--- config.mk ---
export PLATFORM = sky130hd
export DESIGN_NAME = des_keygen_dec_flat
export DESIGN_NICKNAME = d
export VERILOG_FILES = /design/src/rtl/des_keygen_dec_if.sv /design/src/rtl/des_keygen_dec.sv /design/src/flat_wrapper.sv
export SDC_FILE = /design/constraint.sdc
export NUM_CORES = 1
export LEC_CHECK = 0
export BUFFER_PORTS_ARGS = -buffer_cell sky130_fd_sc_hd__buf_2
export CAP_MARGIN = 15
export CORE_MARGIN = 2
export CORE_UTILIZATION = 40
export CTS_CLUSTER_DIAMETER = 50
export CTS_CLUSTER_SIZE = 20
export DETAILED_ROUTE_END_ITERATION = 8
export PLACE_DENSITY = 0.65
export SLEW_MARGIN = 40
export SYNTH_ARGS = -nofsm -noshare
export SYNTH_HDL_FRONTEND = slang
export SYNTH_SLANG_ARGS = --single-unit
--- constraint.sdc ---
create_clock -name clk -period 4.9 [get_ports clk]
set_input_delay 0.98 -clock clk [delete_from_list [all_inputs] [get_ports clk]]
set_output_delay 0.98 -clock clk [all_outputs]
set_load 0.01 [all_outputs]
--- src/rtl/des_keygen_dec_if.sv ---
// des_keygen_dec_if: request/response bundle for the DES decrypt key schedule.
// Optional output weak_key exists only when DES_KEYGEN_DEC_WEAKKEY_EN is defined.
//
// Handshake: start is a one-cycle request taken only while the block is idle
// (busy=0); key is captured on that same edge. round_key/round_idx are valid
// exactly while key_valid=1, one key per cycle, with no backpressure. done is a
// single-cycle pulse after the last key; busy covers accept+1 through done.
interface des_keygen_dec_if;
    logic        start;
    logic [63:0] key;
    logic        busy;
    logic        key_valid;
    logic [4:0]  round_idx;
    logic [47:0] round_key;
    logic        done;
    logic [1:0]  dbg_state;
`ifdef DES_KEYGEN_DEC_WEAKKEY_EN
    logic        weak_key;
`endif

    modport master (
        output start, key,
        input  busy, key_valid, round_idx, round_key, done, dbg_state
`ifdef DES_KEYGEN_DEC_WEAKKEY_EN
        , input weak_key
`endif
    );

    modport slave (
        input  start, key,
        output busy, key_valid, round_idx, round_key, done, dbg_state
`ifdef DES_KEYGEN_DEC_WEAKKEY_EN
        , output weak_key
`endif
    );
endinterface

--- src/rtl/des_keygen_dec.sv ---
// des_keygen_dec: iterative DES decryption key schedule. Loads PC-1(key) on
// an accepted start, then emits K16..K1 (one per cycle) by rotating C/D right.
// Optional macro DES_KEYGEN_DEC_WEAKKEY_EN adds a registered weak_key flag.
// dbg_state exposes the FSM state (0=IDLE, 1=ROUND, 2=DONE).
module des_keygen_dec (
    input  logic          clk,
    input  logic          rst_n,
    des_keygen_dec_if.slave bus
);
    typedef enum logic [1:0] {S_IDLE = 2'd0, S_ROUND = 2'd1, S_DONE = 2'd2} state_t;

    localparam int PC1_TAB [56] = '{
        57, 49, 41, 33, 25, 17,  9,  1, 58, 50, 42, 34, 26, 18,
        10,  2, 59, 51, 43, 35, 27, 19, 11,  3, 60, 52, 44, 36,
        63, 55, 47, 39, 31, 23, 15,  7, 62, 54, 46, 38, 30, 22,
        14,  6, 61, 53, 45, 37, 29, 21, 13,  5, 28, 20, 12,  4};

    localparam int PC2_TAB [48] = '{
        14, 17, 11, 24,  1,  5,  3, 28, 15,  6, 21, 10,
        23, 19, 12,  4, 26,  8, 16,  7, 27, 20, 13,  2,
        41, 52, 31, 37, 47, 55, 30, 40, 51, 45, 33, 48,
        44, 49, 39, 56, 34, 53, 46, 42, 50, 36, 29, 32};

    // Table entries use DES numbering: bit 1 is the MSB of the source vector.
    function automatic logic [55:0] f_pc1(input logic [63:0] k);
        logic [55:0] v;
        v = '0;
        for (int j = 0; j < 56; j++) v[55-j] = k[64-PC1_TAB[j]];
        return v;
    endfunction

    function automatic logic [47:0] f_pc2(input logic [55:0] cd);
        logic [47:0] v;
        v = '0;
        for (int j = 0; j < 48; j++) v[47-j] = cd[56-PC2_TAB[j]];
        return v;
    endfunction

    state_t      r_state;
    state_t      w_next_state;
    logic [27:0] r_c;
    logic [27:0] r_d;
    logic [4:0]  r_cnt;
    logic [55:0] w_pc1;
    logic        w_rot1;

    assign w_pc1 = f_pc1(bus.key);
    // C0/D0 already equal C16/D16 (28 total shifts), so decrypt starts from
    // PC-1 directly; single-step rounds fall where encryption used shift 1.
    assign w_rot1 = (r_cnt == 5'd1) || (r_cnt == 5'd8) || (r_cnt == 5'd15);

    // Next-state logic for the IDLE -> ROUND x16 -> DONE sequence.
    always_comb begin
        w_next_state = r_state;
        case (r_state)
            S_IDLE:  if (bus.start) w_next_state = S_ROUND;
            S_ROUND: if (r_cnt == 5'd16) w_next_state = S_DONE;
            S_DONE:  w_next_state = S_IDLE;
            default: w_next_state = S_IDLE;
        endcase
    end

    // State register plus C/D/counter datapath; reset dominates start.
    always_ff @(posedge clk) begin
        if (!rst_n) begin
            r_state <= S_IDLE;
            r_c     <= '0;
            r_d     <= '0;
            r_cnt   <= '0;
        end else begin
            r_state <= w_next_state;
            case (r_state)
                S_IDLE: begin
                    if (bus.start) begin
                        r_c   <= w_pc1[55:28];
                        r_d   <= w_pc1[27:0];
                        r_cnt <= 5'd1;
                    end
                end
                S_ROUND: begin
                    if (r_cnt < 5'd16) begin
                        r_c   <= w_rot1 ? {r_c[0], r_c[27:1]} : {r_c[1:0], r_c[27:2]};
                        r_d   <= w_rot1 ? {r_d[0], r_d[27:1]} : {r_d[1:0], r_d[27:2]};
                        r_cnt <= r_cnt + 5'd1;
                    end else begin
                        r_cnt <= '0;
                    end
                end
                default: ;
            endcase
        end
    end

    // Outputs decoded from registered state so round 1 appears one cycle after start.
    always_comb begin
        bus.busy      = 1'b0;
        bus.key_valid = 1'b0;
        bus.round_idx = '0;
        bus.round_key = '0;
        bus.done      = 1'b0;
        bus.dbg_state = r_state;
        case (r_state)
            S_ROUND: begin
                bus.busy      = 1'b1;
                bus.key_valid = 1'b1;
                bus.round_idx = r_cnt;
                bus.round_key = f_pc2({r_c, r_d});
            end
            S_DONE: begin
                bus.busy = 1'b1;
                bus.done = 1'b1;
            end
            default: ;
        endcase
    end

`ifdef DES_KEYGEN_DEC_WEAKKEY_EN
    logic r_weak;

    // Weak-key flag: both PC-1 halves uniform; captured per accepted start.
    always_ff @(posedge clk) begin
        if (!rst_n) begin
            r_weak <= 1'b0;
        end else if (r_state == S_IDLE && bus.start) begin
            r_weak <= (&w_pc1[55:28] || ~|w_pc1[55:28]) &&
                      (&w_pc1[27:0]  || ~|w_pc1[27:0]);
        end
    end

    assign bus.weak_key = r_weak;
`endif
endmodule
--- src/flat_wrapper.sv ---
// flat-port wrapper written by rule: the top's interface ports become plain ports
module des_keygen_dec_flat 
  (clk, rst_n, bus_start, bus_key, bus_busy, bus_key_valid, bus_round_idx, bus_round_key, bus_done, bus_dbg_state);
  des_keygen_dec_if bus_i ();
  input  logic clk;
  input  logic rst_n;
  input wire logic [$bits(bus_i.start)-1:0] bus_start;
  input wire logic [$bits(bus_i.key)-1:0] bus_key;
  output wire logic [$bits(bus_i.busy)-1:0] bus_busy;
  output wire logic [$bits(bus_i.key_valid)-1:0] bus_key_valid;
  output wire logic [$bits(bus_i.round_idx)-1:0] bus_round_idx;
  output wire logic [$bits(bus_i.round_key)-1:0] bus_round_key;
  output wire logic [$bits(bus_i.done)-1:0] bus_done;
  output wire logic [$bits(bus_i.dbg_state)-1:0] bus_dbg_state;
  assign bus_i.start = bus_start;
  assign bus_i.key = bus_key;
  assign bus_busy = bus_i.busy;
  assign bus_key_valid = bus_i.key_valid;
  assign bus_round_idx = bus_i.round_idx;
  assign bus_round_key = bus_i.round_key;
  assign bus_done = bus_i.done;
  assign bus_dbg_state = bus_i.dbg_state;
  des_keygen_dec u_core (.clk(clk), .rst_n(rst_n), .bus(bus_i));
endmodule
==> results of run 1 <==
Yosys cell counts (3+ instances only):
cell	instances
a41oi_1	14
ha_1	7
mux2i_1	33
o21ai_1	16
a21oi_1	32
o21ai_0	81
a31oi_1	10
o221ai_1	24
nor3b_1	15
buf_4	4
buf_6	3
and2_1	69
buf_2	8
dfxtp_1	63
nor2b_1	5
inv_1	5
nand2_1	52
clkbuf_1	29
power breakdown:
part / leakage, nW / switching, mW / internal, mW
clock: 0.0854 / 0.191 / 0.205
combinational: 1.39 / 0.299 / 0.202
sequential: 0.521 / 0.0672 / 0.596
total: 2.00 / 0.557 / 1.00
per-layer routing:
layer  up-vias  wire length [um]  GRT usage [%]  share of wire [%]
met5         -                 0              0                  0
met4         0               166           5.98                1.4
met3        16               650           4.78                5.5
met2       125              5720           36.9                 48
met1      1943              5320           28.2                 45
li1       1956                 -              -                  -
flip-flops by register name, indices dropped and copies added, names as in the netlist:
signal,flops
u_core.bus.dbg_state,2
u_core.r_c,28
u_core.r_cnt,5
u_core.r_d,28
cells by family (layout without fill, tap and decap cells):
logic type      Yosys count  after routing  share of synthesized area [%]
fa+ha+maj                 7              7                           2.21
simple gates            152            152                           21.4
buf+inv                  52            142                           6.94
compound gates          187            187                           28.4
mux                      35             35                           9.24
flops                    63             63                           31.8
critical path: stages (launching register included):
cell and delay, ns:
dfxtp_1 0.32, inv_1 0.11, ha_1 0.16, buf_4 0.44, mux2i_2 0.28, nor2_4 0.66, buf_4 0.41, o221ai_1 0.16
a41oi_1 0.21
path summary, 6_finish.rpt:
check	start	to	slack, ns
max reg2reg	u_core.bus.dbg_state[1]$_SDFFE_PN0P_	u_core.r_c[0]$_SDFFE_PN0P_	2.03
max	u_core.bus.dbg_state[1]$_SDFFE_PN0P_	u_core.r_c[0]$_SDFFE_PN0P_	2.03
min	u_core.r_c[17]$_SDFFE_PN0P_	u_core.r_c[16]$_SDFFE_PN0P_	0.49
min reg2reg	u_core.r_c[17]$_SDFFE_PN0P_	u_core.r_c[16]$_SDFFE_PN0P_	0.49
final cells by class:
cell class / instances / share of cell area [%]
inverters: 5 / 0.399
clock inverters: 1 / 0.106
repair buffers: 123 / 13.8
flip-flops and latches: 63 / 26.8
multi-input cells: 381 / 52.0
well taps: 133 / 3.54
clock buffers: 13 / 3.38
per-stage QoR:
stage	utilization (%)	instance area, um2	worst slack [ns]	cells
2_1_floorplan	-	3970	2.51	496
3_3_place_gp	46.6	4510	2.10	703
3_5_place_dp	46.9	4540	2.06	705
4_1_cts	48.6	4710	2.04	719
5_1_grt	48.6	4710	1.80	719
6_report	48.6	4710	2.03	719
layout by cell type, fill, tap and decap left out, types with 10 or more instances in the layout:
cell / synthesis / layout
buf_2: 8 / 115
o21ai_0: 81 / 81
and2_1: 69 / 69
dfxtp_1: 63 / 63
nand2_1: 52 / 52
mux2i_1: 33 / 33
a21oi_1: 32 / 32
o221ai_1: 24 / 24
o21ai_1: 16 / 16
nor3b_1: 15 / 15
a41oi_1: 14 / 14
clkbuf_8: 0 / 11
a31oi_1: 10 / 10
==> metrics.cfg, run 1 <==
[yosys]
synth_top_area_cell=dfxtp_1
synth_area_leaders=dfxtp_1, and2_1, o21ai_0, mux2i_1, o221ai_1
synth_top_flop_cell=dfxtp_1
syn-num-nets=570
synth_area_per_cell_um2=8.00
synth.distinct_cells=40
ys_ff_latch=63
syn_area_mm2=0.00397
synth_seq_area_share_pct=31.8
async_flop_share_pct=0
synth_edf_count=0
syn_inst=496
synth.top_cell.area_share_pct=31.8
ys_warn_count=0

[die]
rows=36
die_y_um=104
die_x_um=104
io_pins=125
start_util_pct=41.0
die-area_mm2=0.0107
core_area_mm2=0.00968

[placed_design]
gp_congestion=0.774
port_buffers=116
hpwl_um=7600

[cts]
clk_pin_slew_ns=0.06
cts.htree.levels=3
cts_tree=yes
postCtsHoldBufs=0
cts_buffers=9
post_cts_buffers=0
cts-resized-gates=0
worstSkewPairLatency_ns=0.34
clock_sinks=63
cts_buffer_depth=2
root_buffer=clkbuf_8

[routing]
vias=4040
ant_nets=0
routedWlPerCell_um=16.5
wl_um=11900
drc=0
drt_pass1_iterations=5
drt_iter0_drc=241
drt-vias-per-instance=5.62

[power_and_ir_drop]
powerDensity_mw_per_mm2=331
p_leak_nw=2.00
ir_worst_vdd_uv=170
power_mw=1.56

[cells_and_area]
register_area_mm2=0.00126
drive_gt1_share_pct=24.2
diodes=0
n_fill_cell=982
nets=657
area_growth_pct=18.6
multi_input_area_mm2=0.00245

[timing]
rsz0062_at_grt=false
period_minus_slack_ns=2.87
slew_violations=0
worst_pin_slew_ns=0.824
setup_violations=0
whs_ns=0.490
fmax_mhz=349
max_slew_margin_pct=45.0
setup-tns-final_ns=0
finalHoldViolations=0
fin_crit_sh_pct=58.5
skew_ns=0.00754

[worst_setup_path]
end_kind=flop
path_max_fanout=61
required_ns=5.15
critical_path_class=flop to flop
critPathLaunchType=flop
reg2reg_depth=8
cp.arrival_ns=3.12

[worst_hold_path]
whs_path_depth=2
worstHoldPathType=flop to flop

[grt]
grt_max_degree=71
overflow=0
track_usage_pct=21.9
grt_pass1_vias=3903
grt_pass1_wl_um=19600
antenna_found_initial=0

[run]
drv_cap=0

[status]
status=finished clean

Power figures use the tool's default switching activity.
==> inputs of run 2 (changes only) <==
PLACE_DENSITY = 0.68   (was 0.65)
clock period = 2.6 ns   (was 4.9 ns; I/O delays follow)
==> metrics.cfg, run 2 (same netlist as run 1, synthesis figures left out) <==
[placed_design]
pre_cts_ws_ns=0.368
hpwl_um=7940
port_buffers=116
gp_congestion=0.802
dpl_cell_area_mm2=0.00459
dp.cells=709

[grt]
track_usage_pct=22.4
overflow=0
use_met1_pct=28.0
met3_usage_pct=5.92
grt_pass1_wl_um=20000
grt_pass1_vias=4088
use_met2_pct=37.7
grt-busiest-layer=met2
antenna_found_initial=0
grt_max_degree=71

[timing]
fin_crit_sh_pct=93.4
fmax_mhz=412
setup_ws_ns=0.171
max_slew_margin_pct=45.3
finalHoldViolations=0
period_minus_slack_ns=2.43
setup_violations=0
worst_pin_slew_ns=0.819
slew_violations=0
skew_ns=0.00616
rsz0062_at_grt=false
setup-tns-final_ns=0

[routing]
routedWlPerCell_um=16.6
wl_um=12000
drc=0
drt-vias-per-instance=5.64
drt_pass1_iterations=4
ant_nets=0
vias=4088
drt_iter0_drc=222

[cts]
clock_sinks=63
cts_buffer_depth=2
clk_pin_slew_ns=0.07
cts_tree=yes
worstSkewPairLatency_ns=0.35
root_buffer=clkbuf_8
cts_buffers=9
cts.htree.levels=3

[power_and_ir_drop]
pwr-share-comb_pct=31.4
swShare_pct=35.5
ir_worst_vdd_uv=332
powerDensity_mw_per_mm2=644
p_sw_mw=1.09
seqPwrFrac_pct=40.6
p_clk_share_pct=28.0
power_mw=3.08
internal_power_mw=1.99
p_leak_nw=2.04

[die]
die_y_um=104
io_pins=125
start_util_pct=41.0
rows=36
core_area_mm2=0.00968
die-area_mm2=0.0107
die_x_um=104

[cells_and_area]
final_cell_mix=buf_2, o21ai_0, and2_1
register_area_mm2=0.00126
stdcell_area_mm2=0.00478
diodes=0
finalNonFillerCells=725
nets=661
area_growth_pct=20.6
layout_commonest_cell=buf_2
multi_input_area_mm2=0.00245
reg_top3=u_core.r_c x28, u_core.r_d x28, u_core.r_cnt x5
drive_gt1_share_pct=25.0
n_fill_cell=965

[worst_setup_path]
crit_slowest_cell=buf_4
critical_path_class=flop to output port
critPathLaunchType=flop
path_cells=inv_1 > ha_2 > buf_4 > and2_1 > buf_2
end_kind=output port
required_ns=2.08
r2r_slack_ns=0.48
path_max_fanout=40
cp.arrival_ns=1.91
critPathMaxStageDelay_ns=0.37
reg2reg_depth=5

[status]
status=finished clean

[worst_hold_path]
whs_path_depth=3
worstHoldPathType=primary input to flop

[run]
drv_cap=0

run 2: layout make-up:
type | count | area share [%]
sequential | 63 | 26.4
inverter | 5 | 0.392
multi-input combinational | 381 | 51.1
clock buffer | 12 | 3.03
timing repair buffer | 127 | 14.6
clock inverter | 4 | 0.942
tap | 133 | 3.48
run 2: path summary, 6_finish.rpt:
path / from / to
hold reg to reg: u_core.r_c[17]$_SDFFE_PN0P_ / u_core.r_c[16]$_SDFFE_PN0P_
hold / removal: bus_key[36] / u_core.r_d[3]$_SDFFE_PN0P_
setup reg to reg: u_core.r_cnt[4]$_SDFFE_PN0P_ / u_core.r_c[6]$_SDFFE_PN0P_
setup / recovery: u_core.bus.dbg_state[1]$_SDFFE_PN0P_ / bus_round_key[33]
run 2: per-stage QoR:
step                      utilization, %  hold WS, ns
after floorplan                        -        0.457
after global placement              47.4        0.468
after detailed placement            47.4        0.478
after CTS                           49.4        0.452
after global routing                49.4        0.457
final                               49.4        0.461
run 2: metal layers:
layer	vias up	wire, um
met2	155	5780
met3	13	824
met4	0	195
met1	1941	5230
met5	-	0
li1	1979	-
run 2: what timing repair did:
action | CTS | global route
resized for setup | 0 | 1
buffers inserted | 0 | 0
hold buffers | 0 | 0
endpoints found under the setup margin | 0 | 37
run 2: power groups by stage:
stage | logic [mW] | registers [mW] | clock network (mW)
floorplan | 0.707 | 1.22 | 0
global placement | 0.939 | 1.26 | 0
detailed placement | 0.962 | 1.26 | 0
CTS | 0.966 | 1.25 | 0.880
global route | 1.07 | 1.27 | 0.919
finish | 0.966 | 1.25 | 0.863
run 2: worst max-delay path: cells and delay by family, from the launching register on:
kind / cells / cell delay, ns
buf+inv: 3 / 0.64
simple gates: 1 / 0.25
flops: 1 / 0.33
fa+ha+maj: 1 / 0.34
==> inputs of run 3 (changes only) <==
PLACE_DENSITY = 0.65   (was 0.68)
clock period = 2.8 ns   (was 2.6 ns; I/O delays follow)
==> metrics.cfg, run 3 (same netlist as run 1, synthesis figures left out) <==
[status]
status=finished clean

[timing]
finalHoldViolations=0
setup-tns-final_ns=0
rsz0062_at_grt=false
worst_pin_slew_ns=0.573
max_slew_margin_pct=61.8
slew_violations=0
period_minus_slack_ns=2.54
fmax_mhz=393
setup_violations=0
skew_ns=0.00777
fin_crit_sh_pct=90.8
setup_ws_ns=0.258
whs_ns=0.487

[grt]
grt-busiest-layer=met2
use_met1_pct=29.4
grt_pass1_wl_um=19800
overflow=0
grt_pass1_vias=3975
met3_usage_pct=5.60
grt_max_degree=71
antenna_found_initial=0
use_met2_pct=35.6
track_usage_pct=22.2

[die]
rows=36
die-area_mm2=0.0107
die_y_um=104
core_area_mm2=0.00968
die_x_um=104
io_pins=125
start_util_pct=41.0

[cells_and_area]
final_cell_mix=buf_2, o21ai_0, and2_1
area_growth_pct=20.3
layout_commonest_cell=buf_2
reg_top3=u_core.r_c x28, u_core.r_d x28, u_core.r_cnt x5
drive_gt1_share_pct=24.8
nets=663
diodes=0
final_util_pct=49.3

[routing]
drt_iter0_drc=331
drt-vias-per-instance=5.67
drt_pass1_iterations=5
routedWlPerCell_um=16.5
vias=4108
wl_um=12000
ant_nets=0
drc=0

[run]
drv_cap=0

[cts]
cts_buffer_depth=2
clk_pin_slew_ns=0.07
cts-resized-gates=0
postCtsHoldBufs=0
worstSkewPairLatency_ns=0.35
clock_sinks=63
cts_buffers=9
root_buffer=clkbuf_8
cts.htree.levels=3
cts_tree=yes
post_cts_buffers=0

[power_and_ir_drop]
internal_power_mw=1.78
p_leak_nw=2.04
p_clk_share_pct=25.5
powerDensity_mw_per_mm2=581
swShare_pct=35.8
p_sw_mw=0.991
seqPwrFrac_pct=41.9
ir_worst_vdd_uv=300
power_mw=2.77
pwr-share-comb_pct=32.6

[worst_setup_path]
critPathLaunchType=flop
required_ns=2.24
end_kind=output port
critical_path_class=flop to output port
path_max_fanout=16
cp.arrival_ns=1.98

[placed_design]
port_buffers=116
gp_congestion=0.806
hpwl_um=7920
pre_cts_ws_ns=0.639

[worst_hold_path]
worstHoldPathType=flop to flop

run 3: changes by cell type in the layout (fill, tap and decap cells not counted), sizes merged:
cell,previous run,this run
clkbuf,12,13
clkinv,3,1
buf,127,129
bufinv,1,0
run 3: layout make-up:
type | count | area (um2)
sequential | 63 | 1260
fill | 996 | 4910
timing repair buffer | 129 | 718
clock inverter | 1 | 5.00
multi-input combinational | 381 | 2440
inverter | 5 | 18.8
tap | 133 | 166
clock buffer | 13 | 159
run 3: final timing paths:
check,slack (ns),startpoint,end,cells after the start
setup / recovery,0.26,u_core.bus.dbg_state[1]$_SDFFE_PN0P_,bus_round_key[23],5
hold / removal,0.49,u_core.r_c[10]$_SDFFE_PN0P_,u_core.r_c[8]$_SDFFE_PN0P_,2
setup reg to reg,0.62,u_core.bus.dbg_state[1]$_SDFFE_PN0P_,u_core.r_d[16]$_SDFFE_PN0P_,7
hold reg to reg,0.49,u_core.r_c[10]$_SDFFE_PN0P_,u_core.r_c[8]$_SDFFE_PN0P_,2
run 3: metrics by stage:
| step | area, um2 | cells |
|---|---|---|
| after floorplan | 3970 | 496 |
| after global placement | 4610 | 711 |
| after detailed placement | 4610 | 711 |
| after CTS | 4770 | 725 |
| after global routing | 4770 | 725 |
| final | 4770 | 725 |
run 3: worst max-delay path, stage by stage, from the launching register on:
cell and delay [ns]:
dfxtp_1 0.32, inv_1 0.11, ha_1 0.53, buf_4 0.27
and2_1 0.22, buf_2 0.17
run 3: metal layers:
| layer | share of wire [%] | vias to the layer above |
|---|---|---|
| met3 | 7.0 | 20 |
| li1 | - | 1981 |
| met4 | 1.7 | 0 |
| met1 | 45 | 1948 |
| met2 | 46 | 159 |
| met5 | 0 | - |
run 3: power by group through the flow:
stage | clock, mW | sequential [mW] | combinational [mW]
2_1_floorplan | 0 | 1.14 | 0.657
4_1_cts | 0.718 | 1.16 | 0.904
3_3_place_gp | 0 | 1.17 | 0.880
6_report | 0.707 | 1.16 | 0.902
5_1_grt | 0.776 | 1.18 | 1.00
3_5_place_dp | 0 | 1.18 | 0.901
